--- src/rtl/id_ex_stage.sv ---
// ID/EX pipeline register with operand forwarding,
// load-use stall detection and a saturating bubble counter.
module id_ex_stage #(
    parameter int CNT_W = 16
) (
    input  logic             clk,
    input  logic             rst_n,
    input  logic             id_valid,
    input  logic [5:0]       id_opcode,
    input  logic [5:0]       id_funct,
    input  logic [4:0]       id_shamt,
    input  logic [4:0]       id_rs,
    input  logic [4:0]       id_rt,
    input  logic [4:0]       id_dest,
    input  logic [31:0]      id_rs_data,
    input  logic [31:0]      id_rt_data,
    input  logic [15:0]      id_imm,
    input  logic             id_use_imm,
    input  logic             id_sign_ext,
    input  logic             id_reg_write,
    input  logic             id_mem_read,
    input  logic             id_mem_write,
    input  logic             mem_reg_write,
    input  logic [4:0]       mem_dest,
    input  logic [31:0]      mem_result,
    input  logic             wb_reg_write,
    input  logic [4:0]       wb_dest,
    input  logic [31:0]      wb_result,
    input  logic             flush,
    output logic             stall_id,
    output logic             ex_valid,
    output logic [5:0]       ex_opcode,
    output logic [5:0]       ex_ar_op,
    output logic [4:0]       ex_shamt,
    output logic [31:0]      ex_op1,
    output logic [31:0]      ex_op2,
    output logic [31:0]      ex_store_data,
    output logic [4:0]       ex_dest,
    output logic             ex_reg_write,
    output logic             ex_mem_read,
    output logic             ex_mem_write,
    output logic [CNT_W-1:0] bubble_count
);

    typedef struct packed {
        logic        valid;
        logic [5:0]  opcode;
        logic [5:0]  ar_op;
        logic [4:0]  shamt;
        logic [4:0]  dest;
        logic [4:0]  rs;
        logic [4:0]  rt;
        logic        reg_write;
        logic        mem_read;
        logic        mem_write;
        logic        use_imm;
        logic        sign_ext;
        logic [31:0] rs_data;
        logic [31:0] rt_data;
        logic [15:0] imm;
    } id_ex_t;

    id_ex_t ex_q;
    id_ex_t ex_d;
    logic   bubble;
    logic   rs_hit;
    logic   rt_hit;
    logic   [31:0] rs_fwd;
    logic   [31:0] rt_fwd;
    logic   [31:0] imm_ext;

    // Register-file read with write-through of the WB result
    function automatic logic [31:0] rf_read(
        input logic [4:0]  src,
        input logic [31:0] rf,
        input logic        w_en,
        input logic [4:0]  w_dst,
        input logic [31:0] w_res
    );
        if (src == 5'd0)
            return 32'd0;
        if (w_en && w_dst != 5'd0 && w_dst == src)
            return w_res;
        return rf;
    endfunction

    function automatic logic [31:0] fwd(
        input logic [4:0]  src,
        input logic [31:0] cap,
        input logic        m_en,
        input logic [4:0]  m_dst,
        input logic [31:0] m_res,
        input logic        w_en,
        input logic [4:0]  w_dst,
        input logic [31:0] w_res
    );
        if (m_en && m_dst != 5'd0 && m_dst == src)
            return m_res;
        if (w_en && w_dst != 5'd0 && w_dst == src)
            return w_res;
        return cap;
    endfunction

    assign rs_hit = ex_q.dest == id_rs;
    assign rt_hit = ex_q.dest == id_rt
                    && (!id_use_imm || id_mem_write);

    assign stall_id = !flush
                      && ex_q.valid
                      && ex_q.mem_read
                      && ex_q.dest != 5'd0
                      && (rs_hit || rt_hit);

    assign bubble = flush || stall_id || !id_valid;

    always_comb begin
        ex_d = '0;
        if (!bubble) begin
            ex_d.valid     = 1'b1;
            ex_d.opcode    = id_opcode;
            ex_d.ar_op     = id_funct;
            ex_d.shamt     = id_shamt;
            ex_d.dest      = id_dest;
            ex_d.rs        = id_rs;
            ex_d.rt        = id_rt;
            ex_d.reg_write = id_reg_write;
            ex_d.mem_read  = id_mem_read;
            ex_d.mem_write = id_mem_write;
            ex_d.use_imm   = id_use_imm;
            ex_d.sign_ext  = id_sign_ext;
            ex_d.imm       = id_imm;
            ex_d.rs_data   = rf_read(id_rs, id_rs_data,
                                     wb_reg_write, wb_dest,
                                     wb_result);
            ex_d.rt_data   = rf_read(id_rt, id_rt_data,
                                     wb_reg_write, wb_dest,
                                     wb_result);
        end
    end

    always_ff @(posedge clk or negedge rst_n) begin
        if (!rst_n) begin
            ex_q         <= '0;
            bubble_count <= '0;
        end else begin
            ex_q <= ex_d;
            if (bubble && id_valid
                && bubble_count != {CNT_W{1'b1}})
                bubble_count <= bubble_count + CNT_W'(1);
        end
    end

    assign rs_fwd = fwd(ex_q.rs, ex_q.rs_data,
                        mem_reg_write, mem_dest, mem_result,
                        wb_reg_write, wb_dest, wb_result);
    assign rt_fwd = fwd(ex_q.rt, ex_q.rt_data,
                        mem_reg_write, mem_dest, mem_result,
                        wb_reg_write, wb_dest, wb_result);

    assign imm_ext = ex_q.sign_ext
                     ? {{16{ex_q.imm[15]}}, ex_q.imm}
                     : {16'd0, ex_q.imm};

    assign ex_op1        = rs_fwd;
    assign ex_op2        = ex_q.use_imm ? imm_ext : rt_fwd;
    assign ex_store_data = rt_fwd;
    assign ex_valid      = ex_q.valid;
    assign ex_opcode     = ex_q.opcode;
    assign ex_ar_op      = ex_q.ar_op;
    assign ex_shamt      = ex_q.shamt;
    assign ex_dest       = ex_q.dest;
    assign ex_reg_write  = ex_q.reg_write;
    assign ex_mem_read   = ex_q.mem_read;
    assign ex_mem_write  = ex_q.mem_write;

endmodule
--- config.mk ---
export PLATFORM = sky130hd
export DESIGN_NAME = id_ex_stage
export DESIGN_NICKNAME = d
export VERILOG_FILES = /design/src/rtl/id_ex_stage.sv
export SDC_FILE = /design/constraint.sdc
export NUM_CORES = 1
export LEC_CHECK = 0
export ABC_AREA = 1
export ABC_CLOCK_PERIOD_IN_PS = 2840
export BUFFER_PORTS_ARGS = -buffer_cell sky130_fd_sc_hd__buf_2
export CAP_MARGIN = 20
export CELL_PAD_IN_SITES_DETAIL_PLACEMENT = 1
export CELL_PAD_IN_SITES_GLOBAL_PLACEMENT = 1
export CORE_MARGIN = 2
export CORE_UTILIZATION = 37
export DETAILED_ROUTE_END_ITERATION = 10
export MAX_ROUTING_LAYER = met4
export PLACE_DENSITY_LB_ADDON = 0.1
export SYNTH_ARGS = -nofsm -noshare
export SYNTH_HDL_FRONTEND = slang
export SYNTH_SLANG_ARGS = --single-unit
--- constraint.sdc ---
create_clock -name clk -period 2.84 [get_ports clk]
set_input_delay 0.568 -clock clk [delete_from_list [all_inputs] [get_ports clk]]
set_output_delay 0.568 -clock clk [all_outputs]
set_load 0.01 [all_outputs]
== Word level (Yosys, flattened, before mapping) ==
Index checks and enable logic that the tools add are counted.

* Shift-type cells: 0
* Add/sub/neg operators: 1
* Bitwise gates (word level): 0
* Reduce and logical (&&, ||, !) cells: 27
* Muxes and demuxes: 35
* Order comparisons: 0
* $mul: 0
* Equal/unequal tests: 9
* Divide/modulo/power cells: 0

{| class="wikitable"
|+ Operators by type and width
! kind !! number
|-
| 32-bit two-way mux || 18
|-
| 118-bit two-way mux || 1
|-
| 5-bit == test || 8
|-
| 16-bit by 1-bit adder with 16-bit output (second input constant) || 1
|-
| 1-bit two-way mux || 16
|-
| 16-bit != test (second input constant) || 1
|-
| 1-bit logical AND || 15
|-
| 5-bit nonzero test || 3
|-
| 5-bit zero test || 2
|-
| 1-bit logical OR || 4
|-
| 1-bit zero test || 3
|}

* Register bits: 134
* Memories: 0
* Bits in writable memories: 0
* Input port bits: 197
* Word-level logic and storage cells: 88
* ROM bits: 0
* Latch bits: 0

== Depth between registers and ports, before layout ==
Gate-level depths: netlist of the first run.

* Depth in word-level cells: 13
* Mapped depth: 12
* Mapped depth without buffers: 11

== Worst setup path after synthesis of the first run ==
OpenSTA, ideal clock, no wires.

* Path kind: in2out
* From: input wb_dest[2]
* To: output ex_op1[10]
* Stages: 7
* Path slack: 0.601 ns
* Path buffers: 2
* Data arrival time: 1.671 ns
* Cell sequence: buf_4 xor2_1 nor2_2 clkbuf_1 nand3b_1 nand3_1 o21ai_0

* Word-level cells in the longest chain between the ends: 7
* Elaborated cells between the ends (all ways): 9
* Classes of those cells: 1 x eq/ne; 5 x mux; 3 x reduce/logical

{| class="wikitable"
|+ RTL lines
! element !! RTL line !! RTL
|-
| from (decl) || 27 || <nowiki>input logic [4:0] wb_dest,</nowiki>
|-
| 5-bit nonzero test || 99 || <nowiki>if (w_en && w_dst != 5'd0 && w_dst == src)</nowiki>
|-
| 1-bit logical AND || 99 ||
|-
| 1-bit logical AND (*) || 99 ||
|-
| 1-bit two-way mux (2 in a row) || 99 ||
|-
| 32-bit two-way mux (*) || 101 || <nowiki>return cap;</nowiki>
|-
| 32-bit two-way mux (*) || 99 ||
|-
| to (decl) || 35 || <nowiki>output logic [31:0] ex_op1,</nowiki>
|}

Mark *: on every way between the ends. The rest lies on a longest branch, timed or not. The select of a mux whose other input is x is not followed.

== Final worst setup path of the first run ==
* From: register ex_q[90] (netlist bit)
* To: output ex_op1[4]

* Word-level cells in the longest chain between the ends: 6
* Elaborated cells between the ends (all ways): 10
* Classes of those cells: 2 x eq/ne; 6 x mux; 2 x reduce/logical

{| class="wikitable"
|+ RTL lines
! element !! RTL line !! RTL
|-
| from (decl) || 63 || <nowiki>id_ex_t ex_q;</nowiki>
|-
| from (signal assigned) || 143 || <nowiki>ex_q <= '0;</nowiki>
|-
| from (signal assigned) || 146 || <nowiki>ex_q <= ex_d;</nowiki>
|-
| 5-bit == test || 99 ||
|-
| 1-bit logical AND || 99 ||
|-
| 1-bit two-way mux (2 in a row) || 99 ||
|-
| 32-bit two-way mux || 101 ||
|-
| 32-bit two-way mux (*) || 99 ||
|}

Marks and branches as above.

==> metrics.txt, run 1 <==
Syn-to-layout area delta 27.9%; final slew viol count 0; drt via density slightly below 5; Mapped Nets 1,460; Buf+Inv Stages, Crit Path 2; Worst path top cell family by delay simple AND/OR/NAND/NOR gates; crit path time final ~2.7 ns; setup TNS 0 ns; largest net degree at the start of global routing 65; MaxCap Viol Count 0; Pwr Density ~470 nW/um^2; R2R setup slack slightly below 0.6 ns; Final HPWL DP approximately 24,000 um; core area about 23,000 sq um; critical setup path kind register to output port; Top cell by count, worst path nand2_1; clk slew on worst S/H paths ~0.06 ns; Critical Path Max Stage Delay roughly 0.41 ns; P_leak 6.73 nW; clk root buf clkbuf_16; Die Y about 160 um; # rows 56; I/O pin total 336; design area about 11,000 sq um; nets@finish 1,747; worst vdd ir around 0.4 mV; DP Worst Slack 0.239 ns; Clock Skew between 0.01 and 0.015 ns; H-tree levels 4; CP Data Required Time between 2 and 2.5 ns; router iterations before antenna repair 5; reg2reg start bubble_count[0]; IO Port Bufs roughly 340; actual slew at the worst max-slew pin between 0.6 and 0.7 ns; All-Layer GR Usage 27.3%; most frequent cells after synthesis nand2_1 (259), inv_1 (203), nand3_1 (144), nor2_1 (138), dfrtp_1 (134); slowest cell on the critical path dfrtp_1; Num CTS Buffers 17; DIE AREA 25,100 sq um; via count 9,330; share of cells above drive strength 1 27.1%; Critical Path AT about 2.1 ns; clock tree from TritonCTS built; Ys Warns 0; Setup Viol. Count Final 0; Post-synth top flop dfrtp_1; clock buffer depth 2; initial DRC count around 400; final core utilization approximately half; r2r worst-path depth 7; area post-placement 10,700 sq um; Mapped Avg Cell Area about 7.0 sq um; nature of the critical path startpoint register; Peak Freq approximately 370 MHz; Setup WS post-layout 0.129 ns; Min-Delay Path Class input port to async pin; DRT antenna net count 0; Yosys reg bits 134; Initial Util a little under two fifths; Synth top area share 38.0%; status finished clean; FF-to-FF End bubble_count[0]; WHS ~0.12 ns; clk_lat worst skew 0.43 ns; first-pass GRT wire length approximately 50,000 um; post-synthesis sequential area ratio around 38%; clock sinks between 100 and 150; Synth Cell Area about 9000 sq um; Final Cycle Share between 90% and 100%; WL/cell about 17 um; async set or reset register ratio after synthesis 100%; total global routing overflow 0; Final Hold Viols 0; RSZ-0062 raised after global routing no; crit-path max FO 32; CP endpoint kind output port; Synth cell types 29; Area contributors post-synth dfrtp_1 (38%), nand2_1 (11%), inv_1 (8.6%); number of global-route vias before repair between 9,000 and 10,000; dominant cell type by area after synthesis dfrtp_1; RePlAce Congestion about 0.9; critical-path cell list xnor2_1, nand2_1, nor3_4, nand2_2, buf_12, nand2_1, nand3_1, o21ai_1, buf_2; Die X 159 um; top-count cell post-synth nand2_1; Post-Synthesis Cells 1,262; initial antenna violation count 4; DRT Wirelength about 33,000 um; Remaining DRCs 0; Relative slew margins a little under three fifths; Post-synth EDFFs 0
-- worst max-delay path by stage --
| stage | start | endpoint | slack, ns | depth (start not counted) |
|---|---|---|---|---|
| 6_report | ex_q[90] | ex_op1[4] | 0.13 | 9 |
| 5_1_grt | ex_q[90] | ex_op1[4] | 0.03 | 9 |
| 4_1_cts | ex_q[91] | ex_op1[31] | 0.08 | 8 |
| 3_5_place_dp | wb_dest[0] | ex_op1[31] | 0.24 | 9 |
| 3_3_place_gp | wb_dest[4] | ex_op1[31] | 0.27 | 10 |
| 2_1_floorplan | wb_dest[2] | ex_op1[10] | 0.60 | 7 |
-- what timing repair did --
item                                    in CTS  in global routing
gates resized for setup                      0                  3
buffers inserted                             0                  0
hold buffers                                 0                  0
endpoints found under the setup margin       0                  4
-- layer usage --
layer,track usage [%],wire length [um]
met1,32.8,13800
met2,46.1,16200
met3,5.17,2040
met4,9.44,716
met5,-,0
-- through the flow --
step                      power [mW]  std cells
after global routing            5.60       1885
after detailed placement        3.20       1849
after global placement          3.17       1849
after floorplan                 2.67       1262
after CTS                       5.39       1881
final                           5.33       1885
-- cell usage in the layout, fill, tap and decap left out, drive strengths merged, types with 20 or more instances in the layout --
cell    netlist  final
and2         32     32
buf          75    365
dfrtp       134    134
inv         205    214
nand2       265    265
nand3       151    151
nand3b       32     32
nand4        52     52
nor2        142    142
o21ai        96     96
xnor2        20     20
xor2         23     23
-- final cells by class --
type / count / area [sq um]
Sequential cell: 134 / 3350
Inverter: 205 / 769
Antenna cell: 4 / 10.0
Clock inverter: 14 / 135
Clock buffer: 18 / 439
Multi-Input combinational cell: 826 / 4140
Tap cell: 319 / 399
Fill cell: 3108 / 12200
Timing Repair Buffer: 365 / 2050
-- power by group --
group	total, mW	switching (mW)	internal, mW
Combinational	1.09	0.670	0.416
Sequential	2.08	0.0765	2.00
Clock	2.16	0.980	1.18
Total	5.33	1.73	3.60
-- flip-flops by register name, summed over array words and instances (netlist names) --
name and cells:
ex_q 92, bubble_count 16, ex_ar_op 6, ex_opcode 6
ex_dest 5, ex_shamt 5, ex_mem_read 1, ex_mem_write 1
ex_reg_write 1, ex_valid 1
-- worst register-to-register path, cell delays in order (launching register included) --
cell and delay [ns]:
dfrtp_1 0.50, ha_1 0.30, nand3_2 0.15, nor2_2 0.19
nand4_2 0.46, nand3_4 0.43, nand2_1 0.09, nand2_1 0.08
-- cell families after synthesis --
logic type / count (synthesis) / synth area share [%]
and+or+nand+nor: 686 / 36.6
AOI/OAI and AO/OA: 96 / 5.44
buffers and inverters: 302 / 15.5
adders and majority gates: 1 / 0.142
xor gates and xnor gates: 43 / 4.26
DFF: 134 / 38.0
No activity file was read; power rests on OpenSTA's default activity.
==> run 2: changes to the inputs <==
--- a/config.mk
+++ b/config.mk
@@ -9,13 +9,13 @@
 export ABC_CLOCK_PERIOD_IN_PS = 2840
 export BUFFER_PORTS_ARGS = -buffer_cell sky130_fd_sc_hd__buf_2
 export CAP_MARGIN = 20
-export CELL_PAD_IN_SITES_DETAIL_PLACEMENT = 1
-export CELL_PAD_IN_SITES_GLOBAL_PLACEMENT = 1
 export CORE_MARGIN = 2
-export CORE_UTILIZATION = 37
+export CORE_UTILIZATION = 50
 export DETAILED_ROUTE_END_ITERATION = 10
 export MAX_ROUTING_LAYER = met4
 export PLACE_DENSITY_LB_ADDON = 0.1
+export SKIP_LAST_GASP = 1
+export SLEW_MARGIN = 40
 export SYNTH_ARGS = -nofsm -noshare
 export SYNTH_HDL_FRONTEND = slang
 export SYNTH_SLANG_ARGS = --single-unit
==> metrics.txt, run 2 (synthesis results as in run 1) <==
status finished clean; Multi-input gate area 4130 sq um (-0.36%); Clock Skew 0.0102 ns (-0.00232 ns); drt via density 5.14 (+3.9%); Biggest register ex_q; All-Layer GR Usage 31.4% (+4.1 points); crit path time final 2.69 ns (-0.0208 ns); initial antenna violation count 2 (-2); number of global-route vias before repair 8,543 (-10%); FF/Latch Area 3350 sq um (unchanged); DRT Wirelength 28,700 um (-13%); actual slew at the worst max-slew pin 0.827 ns (+0.175 ns); H-tree levels 4 (unchanged); Final Cycle Share 94.7% (-0.73 points); clk root buf clkbuf_16; crit-path max FO 64 (+100%); Pwr Density 475 nW/um^2 (+0.81%); P_leak 6.71 nW (-0.34%); final core utilization 64.1% (+16 points); CP Data Required Time 2.27 ns (about the same); Final HPWL DP 20,800 um (-15%); RePlAce Congestion 0.943 (+5.3%); DP Worst Slack 0.239 ns (-0.000775 ns); router iterations before antenna repair 7 (+2); DRT antenna net count 0 (unchanged); largest net degree at the start of global routing 65 (unchanged); Setup Viol. Count Final 0 (unchanged); WHS 0.118 ns (+0.00201 ns); Post-CTS Resized 0 (unchanged); total global routing overflow 0 (unchanged); IO Port Bufs 335 (unchanged); max reg flops 92 (unchanged); Tot Pwr 5.27 mW (-1.1%); nature of the critical path startpoint register; Peak Freq 372 MHz (+0.77%); Final Hold Viols 0 (unchanged); initial DRC count 705 (+78%); dpl cells 1,752 (-5.2%); post-CTS setup buffers 0 (unchanged); design area 11,100 sq um (-1.9%); FILL cells 1,636 (-47%); commonest cells after routing, fill and taps aside buf_2 (334), nand2_1 (259), inv_1 (203), nand3_1 (144), nor2_1 (137); Regs by FF count ex_q: 92 flops, bubble_count: 16 flops; CP endpoint kind output port; core area 17,300 sq um (-26%); RSZ-0062 raised after global routing no; Setup WS post-layout 0.149 ns (+0.0208 ns); Syn-to-layout area delta 25.5%; clock sinks 134 (unchanged); hold buffer count at CTS 0 (unchanged); Relative slew margins 44.7% (-12 points); clock buffer depth 2 (unchanged); final slew viol count 0 (unchanged); WL/cell 16.1 um (-7.7%); Initial Util 51.1% (+13 points); via count 9,187 (-1.5%); # rows 48 (-14%); worst vdd ir 0.435 mV (+8.3%); clk_lat worst skew 0.43 ns (about the same); area post-placement 10,500 sq um (-1.9%); share of cells above drive strength 1 26.9% (-0.27 points); DIE AREA 18,700 sq um (-25%); I/O pin total 336 (unchanged); Num CTS Buffers 17 (unchanged); MaxCap Viol Count 0 (unchanged); clock tree from TritonCTS built; clk slew on worst S/H paths 0.07 ns (about the same); Die Y 137 um (-14%); fin cells 1,786 (-5.3%); nets@finish 1,744 (-0.17%); Critical Path AT 2.12 ns (-0.02 ns); Min-Delay Path Class input port to async pin; setup TNS 0 ns (unchanged); most common cell after layout, fill and taps aside buf_2; first-pass GRT wire length 43,900 um (-14%); critical setup path kind register to output port; Die X 137 um (-14%); Remaining DRCs 0 (unchanged)
run 2: final timing paths:
path	from	endpoint	slack (ns)	cells past startpoint
setup / recovery	ex_q[90]	ex_op1[1]	0.15	7
min in group clk	id_imm[3]	ex_q[3]	0.34	3
hold / removal	rst_n	ex_q[77]	0.12	1
hold reg to reg	bubble_count[14]	bubble_count[14]	0.55	2
setup reg to reg	bubble_count[0]	bubble_count[10]	0.77	7
max in group asynchronous	rst_n	ex_q[35]	1.96	2
run 2: layer usage:
layer | vias to the layer above | global-route usage, % | part of all wire, %
li1 | 4504 | - | -
met1 | 4193 | 38.6 | 41
met2 | 437 | 52.2 | 48
met3 | 53 | 6.37 | 8.7
met4 | 0 | 9.74 | 2.3
met5 | - | - | 0
run 2: worst max-delay path, stage by stage, from the launching register on:
cell     delay, ns
dfrtp_1       0.41
xnor2_1       0.16
nand2_1       0.07
nor3_1        0.20
nand3_2       0.12
buf_12        0.21
o21ai_1       0.29
buf_2         0.19
run 2: report_power, final:
| part | switching (mW) | total (mW) | internal (mW) |
|---|---|---|---|
| Combinational | 0.639 | 1.05 | 0.406 |
| Clock | 0.975 | 2.15 | 1.18 |
| Sequential | 0.0705 | 2.07 | 2.00 |
| Total | 1.69 | 5.27 | 3.58 |
run 2: layout make-up:
class	instances	share of cell area, %
clock buffer	17	3.84
inverter	205	6.94
tap	225	2.54
sequential	134	30.2
timing repair buffer	362	17.8
antenna	2	0.0451
clock inverter	15	1.38
multi-input combinational	826	37.2
==> run 3: changes to the inputs <==
--- a/config.mk
+++ b/config.mk
@@ -9,8 +9,10 @@
 export ABC_CLOCK_PERIOD_IN_PS = 2840
 export BUFFER_PORTS_ARGS = -buffer_cell sky130_fd_sc_hd__buf_2
 export CAP_MARGIN = 20
+export CELL_PAD_IN_SITES_DETAIL_PLACEMENT = 2
+export CELL_PAD_IN_SITES_GLOBAL_PLACEMENT = 2
 export CORE_MARGIN = 2
-export CORE_UTILIZATION = 50
+export CORE_UTILIZATION = 28
 export DETAILED_ROUTE_END_ITERATION = 10
 export MAX_ROUTING_LAYER = met4
 export PLACE_DENSITY_LB_ADDON = 0.1
==> constraint.sdc (replaced) <==
create_clock -name clk -period 2.84 [get_ports clk]
set_input_delay 0.142 -clock clk [delete_from_list [all_inputs] [get_ports clk]]
set_output_delay 0.142 -clock clk [all_outputs]
set_load 0.01 [all_outputs]
==> metrics.txt, run 3 (synthesis results as in run 1) <==
status finished clean; post-CTS setup buffers 0 (unchanged); Final HPWL DP 27,200 um (+31%); r2r worst-path depth 7 (unchanged); Worst Hold End ex_q[88]; Die Y 182 um (+33%); critical-path cell list xnor2_1, nand2_1, nor2_1, nand3_4, nand3_1, nand3_1, nand2_1, buf_2; Clock Skew 0.0132 ns (+0.00295 ns); slowest cell on the critical path nand3_4; P_leak 6.82 nW (+1.7%); clock tree from TritonCTS built; Critical Path Max Stage Delay 0.45 ns (+0.04 ns); area post-placement 10,600 sq um (+1.3%); design area 11,700 sq um (+5.5%); Min-Delay Startpoint id_rt[3]; clk root buf clkbuf_16; FILL cells 3,797 (+130%); WL/cell 19.4 um (+21%); Syn-to-layout area delta 32.5%; core area 31,300 sq um (+81%); nets@finish 1,781 (+2.1%); Biggest register ex_q; IO Port Bufs 335 (unchanged); Setup Viol. Count Final 0 (unchanged); FF-to-FF End bubble_count[15]; All-Layer GR Usage 24.7% (-6.7 points); clock sinks 134 (unchanged); nature of the critical path startpoint register; RSZ-0062 raised after global routing no; Num CTS Buffers 17 (unchanged); clk_lat worst skew 0.43 ns (about the same); R2R setup slack 0.63 ns (-0.14 ns); Min-Delay Path Class input port to register; Setup crit start ex_q[86]; CP Data Required Time 2.70 ns (+0.43 ns); final slew viol count 0 (unchanged); initial antenna violation count 4 (+2); crit path time final 2.59 ns (-0.0957 ns); I/O pin total 336 (unchanged); Die X 182 um (+33%); MaxCap Viol Count 0 (unchanged); most common cell after layout, fill and taps aside buf_2; FF/Latch Area 3350 sq um (unchanged); first-pass GRT wire length 61,100 um (+39%); setup TNS 0 ns (unchanged); Final Cycle Share 91.4% (-3.4 points); H-tree levels 4 (unchanged); reg2reg start bubble_count[0]; Multi-input gate area 4160 sq um (+0.73%); Peak Freq 385 MHz (+3.7%); Relative slew margins 51.5% (+6.8 points); Final Hold Viols 0 (unchanged); router iterations before antenna repair 4 (-3); crit-path max FO 32 (-50%); number of global-route vias before repair 10,800 (+26%); Pwr Density 470 nW/um^2 (-1.2%); max reg flops 92 (unchanged); # rows 65 (+35%); Remaining DRCs 0 (unchanged); Post-CTS Resized 0 (unchanged); Initial Util 28.2% (-23 points); largest net degree at the start of global routing 65 (unchanged); clk slew on worst S/H paths 0.06 ns (about the same); commonest cells after routing, fill and taps aside buf_2 (334), nand2_1 (259), inv_1 (203), nand3_1 (142), nor2_1 (137); DIE AREA 33,000 sq um (+76%); Critical Path AT 2.45 ns (+0.33 ns); CP endpoint kind output port; worst vdd ir 0.293 mV (-33%); DRT Wirelength 39,000 um (+36%); hold path depth 3; drt via density 4.81 (-6.6%); DRT antenna net count 0 (unchanged); RePlAce Congestion 0.808 (-14%); critical setup path kind register to output port; clock buffer depth 2 (unchanged); actual slew at the worst max-slew pin 0.727 ns (-0.100 ns); share of cells above drive strength 1 25.9% (-1.0 points); total global routing overflow 0 (unchanged); via count 9,632 (+4.8%); Regs by FF count ex_q: 92 flops, bubble_count: 16 flops; initial DRC count 393 (-44%)
==> run 3: cell count changes in the layout (fill, tap and decap cells not counted), sizes merged <==
cell	delta
bufinv	+2
clkinvlp	+6
dlygate4sd3	+45
buf	-8
diode	+4
inv	-9
clkbuf	+1
==> run 3: through the flow <==
stage | hold WS, ns | utilization [%] | total power, mW | setup WS (ns) | std cells
detailed placement | 0.180 | 34.0 | 3.21 | 0.596 | 1921
floorplan | -0.154 | - | 2.67 | 1.16 | 1262
finish | 0.0144 | 37.4 | 5.49 | 0.245 | 2004
CTS | 0.000525 | 37.3 | 5.57 | 0.159 | 1998
global route | 0.0256 | 37.3 | 5.78 | 0.0103 | 2002
global placement | 0.177 | 33.9 | 3.18 | 0.417 | 1921
==> run 3: final cells by class <==
type	count	share of cell area, %
Sequential cell	134	28.7
Antenna cell	6	0.128
Clock inverter	14	1.28
Timing Repair Buffer	399	19.8
Tap cell	402	4.30
Multi-Input combinational cell	826	35.5
Inverter	205	6.58
Clock buffer	18	3.75
==> run 3: worst max-delay path, delay by kind of cell (launching register included) <==
family / cells / cell delay (ns)
and+or+nand+nor: 6 / 1.30
buffers and inverters: 1 / 0.15
DFF: 1 / 0.41
xor gates and xnor gates: 1 / 0.17
==> run 3: worst max-delay path by stage <==
stage / to
detailed placement: bubble_count[5]
global route: ex_op2[8]
finish: ex_op2[0]
floorplan: bubble_count[10]
global placement: ex_op2[0]
CTS: ex_op2[0]
==> run 3: timing repair <==
item | CTS | global route
setup endpoints to repair | 0 | 1
hold endpoints to repair | 105 | 0
hold buffers | 45 | 0
==> run 3: power breakdown <==
group | total [mW] | switching [mW] | internal, mW
registers | 2.08 | 0.0752 | 2.00
clock network | 2.28 | 0.956 | 1.32
logic | 1.14 | 0.704 | 0.435
==> run 3: metal layers <==
layer	vias to the layer above	part of all wire [%]	track usage (%)	routed length, um
met2	263	52	44.3	20100
li1	4562	-	-	-
met5	-	0	-	0
met4	0	1.8	6.41	695
met1	4760	42	28.9	16500
met3	47	4.4	3.45	1700
